===== config.mk =====
export PLATFORM = sky130hd
export DESIGN_NAME = axi4_lite_master_engine
export DESIGN_NICKNAME = d
export VERILOG_FILES = /design/src/rtl/axi4_lite_master_engine.sv
export SDC_FILE = /design/constraint.sdc
export NUM_CORES = 1
export LEC_CHECK = 0
export ABC_AREA = 1
export CORE_ASPECT_RATIO = 0.5
export CORE_MARGIN = 8
export CORE_UTILIZATION = 40
export DETAILED_ROUTE_END_ITERATION = 6
export MAX_ROUTING_LAYER = met4
export PLACE_DENSITY = 0.8
export SETUP_SLACK_MARGIN = 0.3
export SLEW_MARGIN = 10
export SYNTH_ARGS = -nofsm -noshare
export SYNTH_HDL_FRONTEND = slang
export SYNTH_SLANG_ARGS = --single-unit

===== constraint.sdc =====
create_clock -name aclk -period 1.7 [get_ports aclk]
set_input_delay 0.17 -clock aclk [delete_from_list [all_inputs] [get_ports aclk]]
set_output_delay 0.17 -clock aclk [all_outputs]
set_load 0.05 [all_outputs]

===== src/rtl/axi4_lite_master_engine.sv =====
// Single-outstanding AXI4-Lite initiator: one local command becomes one AW/W/B or AR/R transaction.
// Optional wait-cycle watchdog is built when AXI4L_MASTER_TIMEOUT_EN is defined.
module axi4_lite_master_engine #(
  parameter logic [3:0]  AWCACHE_VAL    = 4'h2,
  parameter logic [3:0]  ARCACHE_VAL    = 4'h2,
  parameter logic [2:0]  PROT_VAL       = 3'b000,
  parameter int unsigned TIMEOUT_CYCLES = 1024
) (
  input  logic        aclk,
  input  logic        aresetn,
  input  logic        cmd_valid,
  output logic        cmd_ready,
  input  logic        cmd_write,
  input  logic [31:0] cmd_addr,
  input  logic [31:0] cmd_wdata,
  input  logic [3:0]  cmd_wstrb,
  output logic        rsp_valid,
  input  logic        rsp_ready,
  output logic        rsp_write,
  output logic [31:0] rsp_rdata,
  output logic [1:0]  rsp_resp,
  output logic [31:0] m_awaddr,
  output logic [3:0]  m_awcache,
  output logic [2:0]  m_awprot,
  output logic        m_awvalid,
  input  logic        m_awready,
  output logic [31:0] m_wdata,
  output logic [3:0]  m_wstrb,
  output logic        m_wvalid,
  input  logic        m_wready,
  input  logic [1:0]  m_bresp,
  input  logic        m_bvalid,
  output logic        m_bready,
  output logic [31:0] m_araddr,
  output logic [3:0]  m_arcache,
  output logic [2:0]  m_arprot,
  output logic        m_arvalid,
  input  logic        m_arready,
  input  logic [31:0] m_rdata,
  input  logic [1:0]  m_rresp,
  input  logic        m_rvalid,
  output logic        m_rready,
  output logic        timeout_err
);

  localparam logic [2:0] S_IDLE = 3'd0;
  localparam logic [2:0] S_WR   = 3'd1;
  localparam logic [2:0] S_WB   = 3'd2;
  localparam logic [2:0] S_RA   = 3'd3;
  localparam logic [2:0] S_RD   = 3'd4;
  localparam logic [2:0] S_RSP  = 3'd5;

  logic [2:0] state;
  logic       aw_done;
  logic       w_done;
  logic       aw_fire;
  logic       w_fire;

  assign aw_fire = m_awvalid & m_awready;
  assign w_fire  = m_wvalid & m_wready;

  assign m_awcache = AWCACHE_VAL;
  assign m_arcache = ARCACHE_VAL;
  assign m_awprot  = PROT_VAL;
  assign m_arprot  = PROT_VAL;

  // NOTE: all state uses non-blocking assignments so every register samples pre-edge values.
  always_ff @(posedge aclk) begin
    if (!aresetn) begin
      state     <= S_IDLE;
      aw_done   <= 1'b0;
      w_done    <= 1'b0;
      cmd_ready <= 1'b0;
      rsp_valid <= 1'b0;
      rsp_write <= 1'b0;
      rsp_rdata <= '0;
      rsp_resp  <= '0;
      m_awaddr  <= '0;
      m_awvalid <= 1'b0;
      m_wdata   <= '0;
      m_wstrb   <= '0;
      m_wvalid  <= 1'b0;
      m_bready  <= 1'b0;
      m_araddr  <= '0;
      m_arvalid <= 1'b0;
      m_rready  <= 1'b0;
    end else begin
      case (state)
        S_IDLE: begin
          cmd_ready <= 1'b1;
          if (cmd_valid && cmd_ready) begin
            cmd_ready <= 1'b0;
            if (cmd_write) begin
              m_awaddr  <= cmd_addr;
              m_wdata   <= cmd_wdata;
              m_wstrb   <= cmd_wstrb;
              m_awvalid <= 1'b1;
              m_wvalid  <= 1'b1;
              aw_done   <= 1'b0;
              w_done    <= 1'b0;
              state     <= S_WR;
            end else begin
              m_araddr  <= cmd_addr;
              m_arvalid <= 1'b1;
              state     <= S_RA;
            end
          end
        end

        // AW and W complete independently, in either order or together.
        S_WR: begin
          if (aw_fire) begin
            m_awvalid <= 1'b0;
            aw_done   <= 1'b1;
          end
          if (w_fire) begin
            m_wvalid <= 1'b0;
            w_done   <= 1'b1;
          end
          if ((aw_done || aw_fire) && (w_done || w_fire)) begin
            m_bready <= 1'b1;
            state    <= S_WB;
          end
        end

        S_WB: begin
          if (m_bvalid) begin
            rsp_resp  <= m_bresp;
            rsp_rdata <= '0;
            rsp_write <= 1'b1;
            rsp_valid <= 1'b1;
            m_bready  <= 1'b0;
            state     <= S_RSP;
          end
        end

        S_RA: begin
          if (m_arready) begin
            m_arvalid <= 1'b0;
            m_rready  <= 1'b1;
            state     <= S_RD;
          end
        end

        S_RD: begin
          if (m_rvalid) begin
            rsp_rdata <= m_rdata;
            rsp_resp  <= m_rresp;
            rsp_write <= 1'b0;
            rsp_valid <= 1'b1;
            m_rready  <= 1'b0;
            state     <= S_RSP;
          end
        end

        S_RSP: begin
          if (rsp_ready) begin
            rsp_valid <= 1'b0;
            cmd_ready <= 1'b1;
            state     <= S_IDLE;
          end
        end

        default: state <= S_IDLE;
      endcase
    end
  end

`ifdef AXI4L_MASTER_TIMEOUT_EN
  localparam logic [15:0] TIMEOUT_LIM = 16'(TIMEOUT_CYCLES);

  logic [15:0] wait_cnt;
  logic        waiting;

  assign waiting = (state == S_WR) || (state == S_WB) || (state == S_RA) || (state == S_RD);

  // Watchdog only flags; the transaction keeps running with unchanged AXI signalling.
  always_ff @(posedge aclk) begin
    if (!aresetn) begin
      wait_cnt    <= '0;
      timeout_err <= 1'b0;
    end else if (!waiting) begin
      wait_cnt <= '0;
    end else if (wait_cnt != TIMEOUT_LIM) begin
      wait_cnt <= wait_cnt + 16'd1;
      if (wait_cnt + 16'd1 == TIMEOUT_LIM) timeout_err <= 1'b1;
    end
  end
`else
  logic unused_timeout;
  assign unused_timeout = ^TIMEOUT_CYCLES;
  assign timeout_err    = 1'b0;
`endif

endmodule


==> summary.md <==
| Metric | Value |
|---|---|
| Post-route setup TNS | 0 ps |
| First-pass GRT wire length | between 20000 and 30000 um |
| Sequential cell area fraction in the yosys report | 53.5% |
| Post-synthesis register bit count | ~150 |
| Fin crit share | around 83% |
| Synth top area cells | dfxtp_1 54%, nor2_1 17%, o21ai_0 9.6% |
| Hold Crit Start | aresetn |
| Post-route ant nets | 0 |
| Post-synth top cells | 245 x nor2_1, 147 x dfxtp_1, 106 x o21ai_0 |
| Hold Crit Endpoint | m_wdata[12]$_SDFFE_PN0P_ |
| Hold crit path type | in2reg |
| R2R Path End | rsp_rdata[31]$_SDFFE_PN0P_ |
| R2R setup slack | between 200 and 300 ps |
| Clk sinks | around 150 |
| Tmin final | ~1400 ps |
| Skew-Pair Late Insertion Delay | roughly 410 ps |
| Post-synthesis area per instance | around 8 um2 |
| Synth area leader | dfxtp_1 |
| Hold_buf cts | 0 |
| Antenna violations before repair | 0 |
| Max Fclk | around 700 MHz |
| RSZ-0062 raised after global routing | true |
| Synth async-reset ratio | 0% |
| Power Density | ~1400 mW/mm2 |
| Leak pwr | 3.72 nW |
| Cell area after placement | between 0.008 and 0.009 mm2 |
| Die Ht | roughly 99 um |
| TritonCTS clock tree | done |
| Post-Synthesis Cells | slightly below 700 |
| Total GRT Usage | 20.0% |
| Setup Skew | between 9 and 10 ps |
| Final Power | ~12 mW |
| Routed vias | between 5000 and 6000 |
| Max_cap viols | 0 |
| Final hold slack | just over 100 ps |
| I/O Buffers | 255 |
| Cell count of the worst reg-to-reg path | 7 |
| WP data required | 2000 ps |
| Initial Util | about two fifths |
| Drc violations | 0 |
| Post-route design area | between 0.009 and 0.01 mm2 |
| Worst setup EP type | register |
| Die Area | 0.0180 mm2 |
| Die X | 182 um |
| Crit Path Max Fanout | 19 |
| Synthesized area | between 0.005 and 0.006 mm2 |
| CP Launch Type | register |
| Share of cells above drive strength 1 | 25.9% |
| Routability congestion estimate | around 0.82 |
| Post-synthesis cell type count | 24 |
| Routed wire length | 18500 um |
| Maximum vdd ir drop | around 0.89 mV |
| Initial DRC Count | approximately 250 |
| Nets | between 1000 and 1500 |
| Vias per inst | about 4.8 |
| Setup Viol. Count Final | 0 |
| Crit path from | state[1]$_SDFFE_PN0P_ |
| Total congestion overflow | 0 |
| Vias in the first global route | between 5000 and 6000 |
| CTS Buffer Depth | 2 |
| Top_reg_cell synth | dfxtp_1 |
| Number of flops mapped to enable cells by yosys | 0 |
| Status | finished, final reports clean |
| Router iterations before antenna repair | 5 |
| Pins Over Slew Limit | 0 |
| Hold Path Cell Cnt | 3 |
| Crit Path Class | reg2reg |
| Synthesis Warnings | 0 |
| Root Driver | clkbuf_16 |
| IO Count | between 200 and 300 |
| Area delta synth->final | 63.9% |
| CTS Buf Count | 17 |
| Synth top area share | approximately 54% |
| Most instantiated library cell after synthesis | nor2_1 |
| Area of the core | between 0.01 and 0.015 mm2 |
| Clock transition at path regs | 60 ps |
| # rows | 30 |
| Routed len/inst | roughly 16 um |
| Final Hold Vio Count | 0 |
| Worst reg2reg path startpoint | state[1]$_SDFFE_PN0P_ |
| Fin util | about 67% |
| DP HPWL | between 10000 and 15000 um |
| # H-tree levels | 4 |
| Largest net degree at the start of global routing | between 80 and 90 |
| CP arrival | 1720 ps |
| Ant diodes | 0 |
| FILL cells | about 1100 |
==> critical path: stages, from the launching register on <==
cell and delay (ps):
dfxtp_4 380, nor2_4 170, nand2_4 100, nand2_2 120, nand3_4 110, clkbuf_16 210, a22oi_1 160, nor2_1 50
==> kinds of logic after synthesis <==
group / count (synthesis) / synth area share [%]
flip-flops: 147 / 53.5
AND/OR/NAND/NOR: 307 / 22.5
AO/OA/AOI/OAI: 151 / 16.3
buffers and inverters: 79 / 7.58
other: 2 / 0.137
==> state kept, by name, summed over array words and instances, names as in the netlist <==
signal,cells
cmd_ready,1
rsp_rdata,32
m_wvalid,1
m_araddr,32
m_bready,1
m_wdata,32
m_rready,1
w_done,1
m_wstrb,4
m_awvalid,1
state,3
rsp_valid,1
rsp_resp,2
m_arvalid,1
rsp_write,1
aw_done,1
m_awaddr,32
==> power breakdown <==
part / leakage (nW) / total (mW) / switching, mW / internal [mW]
Clock: 0.288 / 3.79 / 1.47 / 2.32
Sequential: 1.19 / 4.13 / 0.261 / 3.87
Combinational: 2.24 / 4.39 / 2.83 / 1.56
==> metrics by stage <==
stage / std cells / setup WS [ps]
2_1_floorplan: 699 / 302
3_3_place_gp: 1088 / 127
3_5_place_dp: 1088 / 19.7
4_1_cts: 1124 / 244
5_1_grt: 1133 / 221
6_report: 1133 / 282
==> final cells by class <==
cell class                      instances  area (um2)  share of cell area [%]
Clock buffer                           21         480                    5.33
Clock inverter                         11         126                    1.40
Inverter                               20        85.1                   0.944
Multi-Input combinational cell        473        2260                    25.1
Sequential cell                       147        2960                    32.8
Tap cell                              176         220                    2.44
Timing Repair Buffer                  285        2880                    32.0
==> how the worst max path moves through the flow <==
| stage | endpoint | slack, ps |
|---|---|---|
| final | rsp_rdata[31]$_SDFFE_PN0P_ | 280 |
| after global routing | m_wdata[4]$_SDFFE_PN0P_ | 220 |
| after CTS | m_awaddr[9] | 240 |
| after detailed placement | m_awaddr[25]$_SDFFE_PN0P_ | 20 |
| after global placement | m_awaddr[1]$_SDFFE_PN0P_ | 130 |
| after floorplan | rsp_rdata[19]$_SDFFE_PN0P_ | 300 |
==> what timing repair did <==
| action | 4_1_cts | 5_1_grt |
|---|---|---|
| buffers inserted | 3 | 6 |
| pin swaps | 1 | 19 |
| endpoints found under the setup margin | 204 | 118 |
| resized for setup | 219 | 34 |
| cloned | 1 | 3 |
==> layer usage <==
layer	global-route usage, %	up-vias	share of wire (%)
met5	-	-	0
met4	9.89	0	2.9
met3	4.70	42	5.1
met2	35.3	168	53
met1	20.9	2500	39
li1	-	2721	-
==> cells in the final DEF (no fill, tap or decap), types with 3 or more instances in the layout <==
| cell | n |
|---|---|
| nor2_2 | 10 |
| a22oi_2 | 14 |
| nand3_1 | 11 |
| clkinvlp_4 | 4 |
| a21oi_1 | 12 |
| a22oi_1 | 18 |
| inv_1 | 17 |
| clkdlybuf4s15_2 | 68 |
| nand4_1 | 4 |
| nor2_4 | 3 |
| o21ai_0 | 99 |
| clkbuf_8 | 4 |
| o21ai_1 | 7 |
| buf_4 | 85 |
| nand2_1 | 34 |
| conb_1 | 15 |
| buf_12 | 10 |
| nor2_1 | 235 |
| buf_6 | 4 |
| dfxtp_1 | 143 |
| clkbuf_16 | 20 |
| clkdlybuf4s50_1 | 112 |
| dfxtp_4 | 3 |
No activity file was read; power rests on OpenSTA's default activity.
